`src/rtl/rdc_pkg.sv`:
```
// Shared definitions for the RDC interrupt controller slice: default sizes,
// index-width helper and the controller state encoding.
package rdc_pkg;

  localparam int RDC_N_CORES       = 2;
  localparam int RDC_CORE_EVENTS   = 4;
  localparam int RDC_WEIGHTS_WIDTH = 8;
  localparam int RDC_TS_WIDTH      = 32;
  localparam int N_COUNTERS        = RDC_N_CORES * RDC_CORE_EVENTS;

  // Width needed to index n items, never narrower than one bit.
  function automatic int idx_width(input int n);
    return (n > 1) ? $clog2(n) : 1;
  endfunction

  typedef enum logic {
    IDLE,
    PENDING
  } rdc_irq_state_t;

endpackage

```
`src/rtl/rdc_watermark.sv`:
```
// Per-event high-watermark: counts the current pulse length and keeps the
// longest one seen, saturating at the all-ones value.
module rdc_watermark #(
  parameter int WEIGHTS_WIDTH = 8
) (
  input  logic                     clk_i,
  input  logic                     rstn_i,
  input  logic                     enable_i,
  input  logic                     event_i,
  input  logic                     clear_wm_i,
  output logic [WEIGHTS_WIDTH-1:0] watermark_o
);

  localparam logic [WEIGHTS_WIDTH-1:0] WMAX = '1;

  logic [WEIGHTS_WIDTH-1:0] run_reg;
  logic [WEIGHTS_WIDTH-1:0] run_inc;
  logic [WEIGHTS_WIDTH-1:0] wm_reg;
  logic                     hit;

  assign hit     = enable_i & event_i;
  assign run_inc = (run_reg == WMAX) ? WMAX : run_reg + 1'b1;

  always_ff @(posedge clk_i or negedge rstn_i) begin
    if (!rstn_i) begin
      run_reg <= '0;
      wm_reg  <= '0;
    end else begin
      run_reg <= hit ? run_inc : '0;
      // The incremented count covers the current sample, so a pulse of n
      // cycles lands as n right after its last high sample.
      if (clear_wm_i)
        wm_reg <= '0;
      else if (hit && (run_inc > wm_reg))
        wm_reg <= run_inc;
    end
  end

  assign watermark_o = wm_reg;

endmodule

```
`src/rtl/rdc_irq_ctrl.sv`:
```
// Converts the registered RDC violation vector into a level interrupt with
// sticky masked status, first-offender capture, overflow and pulse watermarks.
module rdc_irq_ctrl
  import rdc_pkg::*;
#(
  parameter int N_CORES       = RDC_N_CORES,
  parameter int CORE_EVENTS   = RDC_CORE_EVENTS,
  parameter int WEIGHTS_WIDTH = RDC_WEIGHTS_WIDTH,
  parameter int TS_WIDTH      = RDC_TS_WIDTH,
  localparam int NC           = N_CORES * CORE_EVENTS,
  localparam int CORE_W       = idx_width(N_CORES),
  localparam int EVT_W        = idx_width(CORE_EVENTS)
) (
  input  logic                                 clk_i,
  input  logic                                 rstn_i,
  input  logic                                 enable_i,
  input  logic [N_CORES-1:0][CORE_EVENTS-1:0]  events_i,
  input  logic [N_CORES-1:0][CORE_EVENTS-1:0]  interruption_vector_rdc_i,
  input  logic [N_CORES-1:0][CORE_EVENTS-1:0]  mask_i,
  input  logic                                 clear_i,
  input  logic                                 clear_wm_i,
  output logic                                 irq_o,
  output logic [N_CORES-1:0][CORE_EVENTS-1:0]  status_o,
  output logic [CORE_W-1:0]                    first_core_o,
  output logic [EVT_W-1:0]                     first_event_o,
  output logic [TS_WIDTH-1:0]                  first_ts_o,
  output logic                                 overflow_o,
  output logic [NC-1:0][WEIGHTS_WIDTH-1:0]     watermark_o
);

  rdc_irq_state_t     state_reg, state_next;
  logic [TS_WIDTH-1:0] ts_reg;
  logic [NC-1:0]       status_reg, status_next;
  logic [CORE_W-1:0]   first_core_reg, first_core_next;
  logic [EVT_W-1:0]    first_event_reg, first_event_next;
  logic [TS_WIDTH-1:0] first_ts_reg, first_ts_next;
  logic                overflow_reg, overflow_next;
  logic [NC-1:0]       m_flat;
  logic [NC-1:0]       ev_flat;
  int                  enc_idx;

  assign m_flat  = interruption_vector_rdc_i & mask_i;
  assign ev_flat = events_i;

  // Lowest set flat index wins, so scan from the top down.
  always_comb begin
    enc_idx = 0;
    for (int k = NC - 1; k >= 0; k--) begin
      if (m_flat[k]) enc_idx = k;
    end
  end

  always_comb begin
    state_next       = state_reg;
    status_next      = status_reg;
    first_core_next  = first_core_reg;
    first_event_next = first_event_reg;
    first_ts_next    = first_ts_reg;
    overflow_next    = overflow_reg;
    if (clear_i) begin
      state_next       = IDLE;
      status_next      = '0;
      first_core_next  = '0;
      first_event_next = '0;
      first_ts_next    = '0;
      overflow_next    = 1'b0;
    end else begin
      case (state_reg)
        IDLE: begin
          if (enable_i && (|m_flat)) begin
            state_next       = PENDING;
            status_next      = status_reg | m_flat;
            first_core_next  = CORE_W'(enc_idx / CORE_EVENTS);
            first_event_next = EVT_W'(enc_idx % CORE_EVENTS);
            first_ts_next    = ts_reg;
          end
        end
        PENDING: begin
          if (enable_i) begin
            status_next = status_reg | m_flat;
            if (|(m_flat & ~status_reg)) overflow_next = 1'b1;
          end
        end
        default: state_next = IDLE;
      endcase
    end
  end

  always_ff @(posedge clk_i or negedge rstn_i) begin
    if (!rstn_i) begin
      state_reg       <= IDLE;
      ts_reg          <= '0;
      status_reg      <= '0;
      first_core_reg  <= '0;
      first_event_reg <= '0;
      first_ts_reg    <= '0;
      overflow_reg    <= 1'b0;
    end else begin
      state_reg       <= state_next;
      if (enable_i) ts_reg <= ts_reg + 1'b1;
      status_reg      <= status_next;
      first_core_reg  <= first_core_next;
      first_event_reg <= first_event_next;
      first_ts_reg    <= first_ts_next;
      overflow_reg    <= overflow_next;
    end
  end

  assign irq_o         = (state_reg == PENDING);
  assign status_o      = status_reg;
  assign first_core_o  = first_core_reg;
  assign first_event_o = first_event_reg;
  assign first_ts_o    = first_ts_reg;
  assign overflow_o    = overflow_reg;

  genvar gi;
  generate
    for (gi = 0; gi < NC; gi++) begin : g_wm
      rdc_watermark #(
        .WEIGHTS_WIDTH(WEIGHTS_WIDTH)
      ) u_wm (
        .clk_i      (clk_i),
        .rstn_i     (rstn_i),
        .enable_i   (enable_i),
        .event_i    (ev_flat[gi]),
        .clear_wm_i (clear_wm_i),
        .watermark_o(watermark_o[gi])
      );
    end
  endgenerate

endmodule

```
`config.mk`:
```
export PLATFORM = sky130hd
export DESIGN_NAME = rdc_irq_ctrl
export DESIGN_NICKNAME = d
export VERILOG_FILES = /design/src/rtl/rdc_pkg.sv /design/src/rtl/rdc_watermark.sv /design/src/rtl/rdc_irq_ctrl.sv
export SDC_FILE = /design/constraint.sdc
export NUM_CORES = 1
export LEC_CHECK = 0
export BUFFER_PORTS_ARGS = -buffer_cell sky130_fd_sc_hd__buf_4
export CORE_MARGIN = 3
export CORE_UTILIZATION = 25
export CTS_BUF_LIST = sky130_fd_sc_hd__clkbuf_8
export CTS_CLUSTER_DIAMETER = 120
export DETAILED_ROUTE_END_ITERATION = 7
export PLACE_DENSITY = 0.38
export SLEW_MARGIN = 20
export SYNTH_ARGS = -nofsm -noshare
export SYNTH_HDL_FRONTEND = slang
export SYNTH_SLANG_ARGS = --single-unit
```
`constraint.sdc`:
```
create_clock -name clk_i -period 2.64 [get_ports clk_i]
set_clock_uncertainty 0.05 [all_clocks]
set_input_delay 0.264 -clock clk_i [delete_from_list [all_inputs] [get_ports clk_i]]
set_output_delay 0.264 -clock clk_i [all_outputs]
set_load 0.005 [all_outputs]
```
==> flow_summary.toml, run 1 <==
[outcome]
status = "finished with violations"
violations = "negative setup slack"

[setup_path]
cp_data_required_time_ps = 3090
cp_max_fo = 5
end_kind = "flop"
crit_type = "reg -> reg"
slowest_stage = "a2111o_1"
cp_slowest_stage_delay_ps = 510
worst-path-buf-inv = 2
crit_path_frequent_cell = "ha_4"
arrival_ps = 3160
r2r_end = "g_wm[5].u_wm.watermark_o[4]"
cp-start-kind = "flop"
reg2reg_depth = 11
r2r-start = "g_wm[5].u_wm.run_reg[1]"
crit_family = "compound AO/OA/AOI/OAI gates"
crit_chain = "ha_4, and4_4, buf_6, a21oi_4, inv_1, ha_4, nor2b_2, o211ai_1, a2111o_1, a211o_1, o31ai_2"
r2r_slack_ps = -80

[synth]
syn-num-nets = 1274
synth.area.mux_share = 0.00737
synth_top_cell_by_area = "dfrtp_1"
syn_area_sq_um = 11000
synthAdderAreaFrac = 0.0828
yosysTopAreaCellShare = 0.465
synth_xor_area_frac = 0.0397
ys_seq_area_frac = 0.465
synth_cell_types = 55
avgSynthCellArea_sq_um = 9.41
syn-instance-count = 1172
synthSimpleGateAreaFrac = 0.181
synthArstFlopShare = 1.00
synth_top_family_by_area = "simple AND/OR/NAND/NOR gates"
synth_edf_count = 0
synth_compound_area_frac = 0.173
yosysWarnings = 0
ys_seq_elements = 205
ys_top_cells_by_area = "dfrtp_1 47%, ha_1 8.3%, a21oi_1 6.3%, nand2_1 4.2%, inv_1 3.4%"
ys.flop_type = "dfrtp_1"

[timing]
relSlewSlack = 0.436
rsz0062_at_grt = "true"
setup_ws_ps = -75.8
min_period_ps = 2720
fin_setup_tns_ps = -340
fin_crit_sh = 1.03
report.final.slew_viol_count = 0
setup_violations = 11
hold_violations = 0
worst_pin_slew_ps = 846
fmax_mhz = 368

[job]
cap_viol_max_count = 0

[layout]
finalInstanceArea_sq_um = 16700
mostFrequentLayoutCells = "319 x buf_4, 205 x dfrtp_1, 115 x inv_1"
diodes = 0
fillers = 4431
nets = 1651
drive_above_1_share = 0.413
mostFrequentLayoutCell = "buf_4"
area_delta_synth_final_pct = 51.5

[pwr]
peakVddDrop_mv = 0.345
cellPowerDensity_nw_per_um2 = 513
p_leak_nw = 7.92

[clock_tree]
clk_latency_ps = 610
cts.clk_slew.worst_paths_ps = 60
cts_buffers = 43
cts_tree = "yes"
clock-sinks = 205
cts_buffer_depth = 3
h-tree-depth = 2
clock-root-buffer = "clkbuf_8"

[floorplan]
die_area_sq_um = 46700
initial_core_util = 0.254
die_w_um = 216
io_pins = 138
die_h_um = 216
core_sq_um = 43400
num_rows = 76

[hold_path]
hold-path-endpoint = "status_o[2]"
hp-start = "clear_i"
min_path_cells = 2
hold_class = "in -> reg"

[route]
final_antenna_net_count = 0
wl_mm = 34.3
vias_per_cell = 4.62
remaining_drc_errors = 0
wl_per_cell_um = 15.8
dr.pass1.iters = 4
drt-initial-drc-count = 287
vias = 9993

[placed_design]
port_buffers = 137
pre_cts_slack_ps = -287
gp_congestion = 0.790
placed_area_sq_um = 14000
hpwl_mm = 23.5

[grt]
grt_max_degree = 78
overflow = 0
antenna_found_initial = 0
grt_pass1_wl_mm = 54.6
grt_util_all_layers = 0.144
grt_pass1_vias = 10400
==> synth_stat cells (all sizes together) (2+ instances only) <==
cell / n
a211oi: 32
a21o: 12
a21oi: 145
a22o: 4
a22oi: 4
a311oi: 8
a31o: 3
a31oi: 20
and2: 9
and3: 36
and4: 28
buf: 12
clkbuf: 29
dfrtp: 205
ha: 73
inv: 100
mux2i: 7
nand2: 126
nand3: 39
nand3b: 5
nand4: 13
nor2: 80
nor2b: 23
nor3: 14
nor3b: 2
o211a: 7
o21a: 2
o21ai: 27
o22ai: 4
o31a: 7
o31ai: 16
o41ai: 2
or2: 7
or4: 10
xnor2: 34
xor2: 16
==> how the worst max path moves through the flow <==
stage,startpoint,end,slack [ps],cells past startpoint
after CTS,g_wm[5].u_wm.run_reg[1],g_wm[5].u_wm.watermark_o[4],-50,11
after global routing,g_wm[5].u_wm.run_reg[1],g_wm[5].u_wm.watermark_o[4],-240,10
after global placement,g_wm[6].u_wm.run_reg[0],g_wm[6].u_wm.watermark_o[2],-270,11
after floorplan,g_wm[5].u_wm.run_reg[0],g_wm[5].u_wm.watermark_o[5],-20,11
final,g_wm[5].u_wm.run_reg[1],g_wm[5].u_wm.watermark_o[4],-80,11
after detailed placement,g_wm[6].u_wm.run_reg[0],g_wm[6].u_wm.watermark_o[1],-290,11
==> worst register-to-register path, cell delays in order, from the launching register on <==
cell	delay [ps]
dfrtp_1	430
ha_4	190
and4_4	200
buf_6	120
a21oi_4	140
inv_1	80
ha_4	270
nor2b_2	120
o211ai_1	120
a2111o_1	510
a211o_1	350
o31ai_2	60
==> layout make-up <==
| type | count | area [sq um] | area share |
|---|---|---|---|
| multi-input cells | 826 | 6620 | 0.396 |
| flip-flops and latches | 205 | 5130 | 0.307 |
| repair buffers | 373 | 3010 | 0.180 |
| clock inverters | 24 | 126 | 0.00756 |
| inverters | 100 | 375 | 0.0225 |
| clock buffers | 52 | 716 | 0.0428 |
| well taps | 585 | 732 | 0.0438 |
==> cell families after synthesis <==
kind of cell,count (synthesis)
xor gates and xnor gates,50
and+or+nand+nor,395
AOI/OAI and AO/OA,300
buffers and inverters,141
adders and majority gates,73
DFF,205
muxes,8
==> routing by layer <==
metal | GRT usage | share of wire
met1 | 0.192 | 0.47
met2 | 0.227 | 0.46
met3 | 0.0351 | 0.052
met4 | 0.0499 | 0.023
met5 | 0 | 0
==> power by group <==
group	switching [mW]	internal, mW
Combinational	0.875	0.852
Sequential	0.192	3.31
Clock	1.55	1.79
==> through the flow <==
step                      utilization  power [mW]  std cells  hold WS, ps
after CTS                       0.360        8.58       2142         29.1
after global placement          0.323        4.92       2021          273
after detailed placement        0.323        4.93       2021          267
after global routing            0.385        9.13       2165         80.5
after floorplan                     -        4.22       1172        -81.6
final                           0.385        8.58       2165          102
==> repair_timing <==
item / 4_1_cts / 5_1_grt
hold buffers: 29 / 0
endpoints found under the setup margin: 63 / 65
hold endpoints to repair: 113 / 0
buffers inserted: 16 / 27
resized for setup: 104 / 196
pin swaps: 56 / 105
Power figures use the tool's default switching activity.
==> run 2: changes to the inputs <==
--- a/config.mk
+++ b/config.mk
@@ -12,7 +12,10 @@
 export CTS_CLUSTER_DIAMETER = 120
 export DETAILED_ROUTE_END_ITERATION = 7
 export PLACE_DENSITY = 0.38
+export REMOVE_ABC_BUFFERS = 1
+export SKIP_CTS_REPAIR_TIMING = 1
 export SLEW_MARGIN = 20
 export SYNTH_ARGS = -nofsm -noshare
 export SYNTH_HDL_FRONTEND = slang
 export SYNTH_SLANG_ARGS = --single-unit
+export TNS_END_PERCENT = 20
==> flow_summary.toml, run 2 (synthesized netlist as in run 1, its figures left out) <==
[placed_design]
placed_area_sq_um = 13900
hpwl_mm = 24.0
pre_cts_slack_ps = -388
port_buffers = 137
gp_congestion = 0.765
dpl.cell_count = 2022

[clock_tree]
cts_buffer_depth = 3
h-tree-depth = 2
clock-root-buffer = "clkbuf_8"
cts.clk_slew.worst_paths_ps = 60
clock-sinks = 205
cts_tree = "yes"
clk_latency_ps = 590
cts_buffers = 43

[setup_path]
r2r_slack_ps = -110
cp_slowest_stage_delay_ps = 420
cp_data_required_time_ps = 3080
cp_max_fo = 4
cp-start-kind = "flop"
reg2reg_depth = 12
r2r-start = "g_wm[5].u_wm.run_reg[0]"
worst-path-buf-inv = 3
arrival_ps = 3190
slowest_stage = "or3b_4"
path_depth = 12
worstSetupStartpoint = "g_wm[5].u_wm.run_reg[0]"
crit_path_frequent_cell = "buf_4"
endpoint = "g_wm[5].u_wm.watermark_o[4]"
crit_type = "reg -> reg"
crit_chain = "buf_4, ha_4, buf_4, xor2_1, a21oi_2, inv_1, ha_1, and4_4, and3_1, or3b_4, a211o_1, o31ai_1"
crit_family = "simple AND/OR/NAND/NOR gates"
r2r_end = "g_wm[5].u_wm.watermark_o[4]"
end_kind = "flop"

[grt]
grt_pass1_vias = 9895
grt_util_all_layers = 0.141
overflow = 0
grt_max_degree = 88
grt_pass1_wl_mm = 53.3
antenna_found_initial = 0

[route]
wl_mm = 34.0
final_antenna_net_count = 0
vias = 9839
wl_per_cell_um = 16.0
vias_per_cell = 4.63
drt-initial-drc-count = 346
remaining_drc_errors = 0
dr.pass1.iters = 4

[timing]
relSlewSlack = 0.514
report.final.slew_viol_count = 0
hold_ws_ps = 41.1
fin_crit_sh = 1.04
setup_ws_ps = -113
fmax_mhz = 363
hold_violations = 0
worst_pin_slew_ps = 729
rsz0062_at_grt = "true"
min_period_ps = 2750
setup_violations = 14
fin_setup_tns_ps = -745

[layout]
mostFrequentLayoutCell = "buf_4"
nets = 1617
drive_above_1_share = 0.336
diodes = 0
utilization = 0.362
mostFrequentLayoutCells = "303 x buf_4, 203 x dfrtp_1, 117 x nand2_1, 117 x inv_1, 112 x a21oi_1"
area_delta_synth_final_pct = 42.5
finalInstanceArea_sq_um = 15700
fillers = 4563
finalNonFillerCells = 2126

[pwr]
p_leak_nw = 7.54
cellPowerDensity_nw_per_um2 = 525
power.total_mw = 8.24
peakVddDrop_mv = 0.345

[floorplan]
die_w_um = 216
num_rows = 76
io_pins = 138
die_area_sq_um = 46700
die_h_um = 216
core_sq_um = 43400
initial_core_util = 0.254

[outcome]
violations = "negative setup slack"
status = "finished with violations"

[hold_path]
hold_class = "in -> reg"
min_path_cells = 3
hp-start = "events_i[4]"

[job]
cap_viol_max_count = 0
-- run 2: tightest hold or removal path: stages --
cell,delay (ps)
buf_4,90
nand2_2,140
nor2_1,120
-- run 2: how the worst min path moves through the flow --
| stage | to |
|---|---|
| global route | g_wm[4].u_wm.run_reg[7] |
| global placement | g_wm[4].u_wm.watermark_o[3] |
| CTS | g_wm[4].u_wm.watermark_o[5] |
| detailed placement | g_wm[4].u_wm.watermark_o[3] |
| floorplan | first_core_o |
| finish | g_wm[4].u_wm.run_reg[0] |
-- run 2: layout make-up --
| cell class | count | area (sq um) | area share |
|---|---|---|---|
| multi-input combinational | 826 | 6000 | 0.382 |
| sequential | 205 | 5130 | 0.327 |
| timing repair buffer | 339 | 2680 | 0.171 |
| tap | 585 | 732 | 0.0466 |
| clock buffer | 49 | 674 | 0.0429 |
| inverter | 100 | 375 | 0.0239 |
| clock inverter | 22 | 120 | 0.00765 |
-- run 2: layer usage --
metal,track usage,up-vias,share of wire
li1,-,4855,-
met1,0.191,4763,0.48
met2,0.224,165,0.45
met3,0.0384,56,0.050
met4,0.0370,0,0.020
met5,0,-,0
-- run 2: power by group --
part | leakage, nW | internal, mW | switching (mW) | total (mW)
logic | 4.26 | 0.736 | 0.778 | 1.51
registers | 2.82 | 3.31 | 0.180 | 3.49
clock network | 0.463 | 1.77 | 1.47 | 3.23
total | 7.54 | 5.82 | 2.42 | 8.24
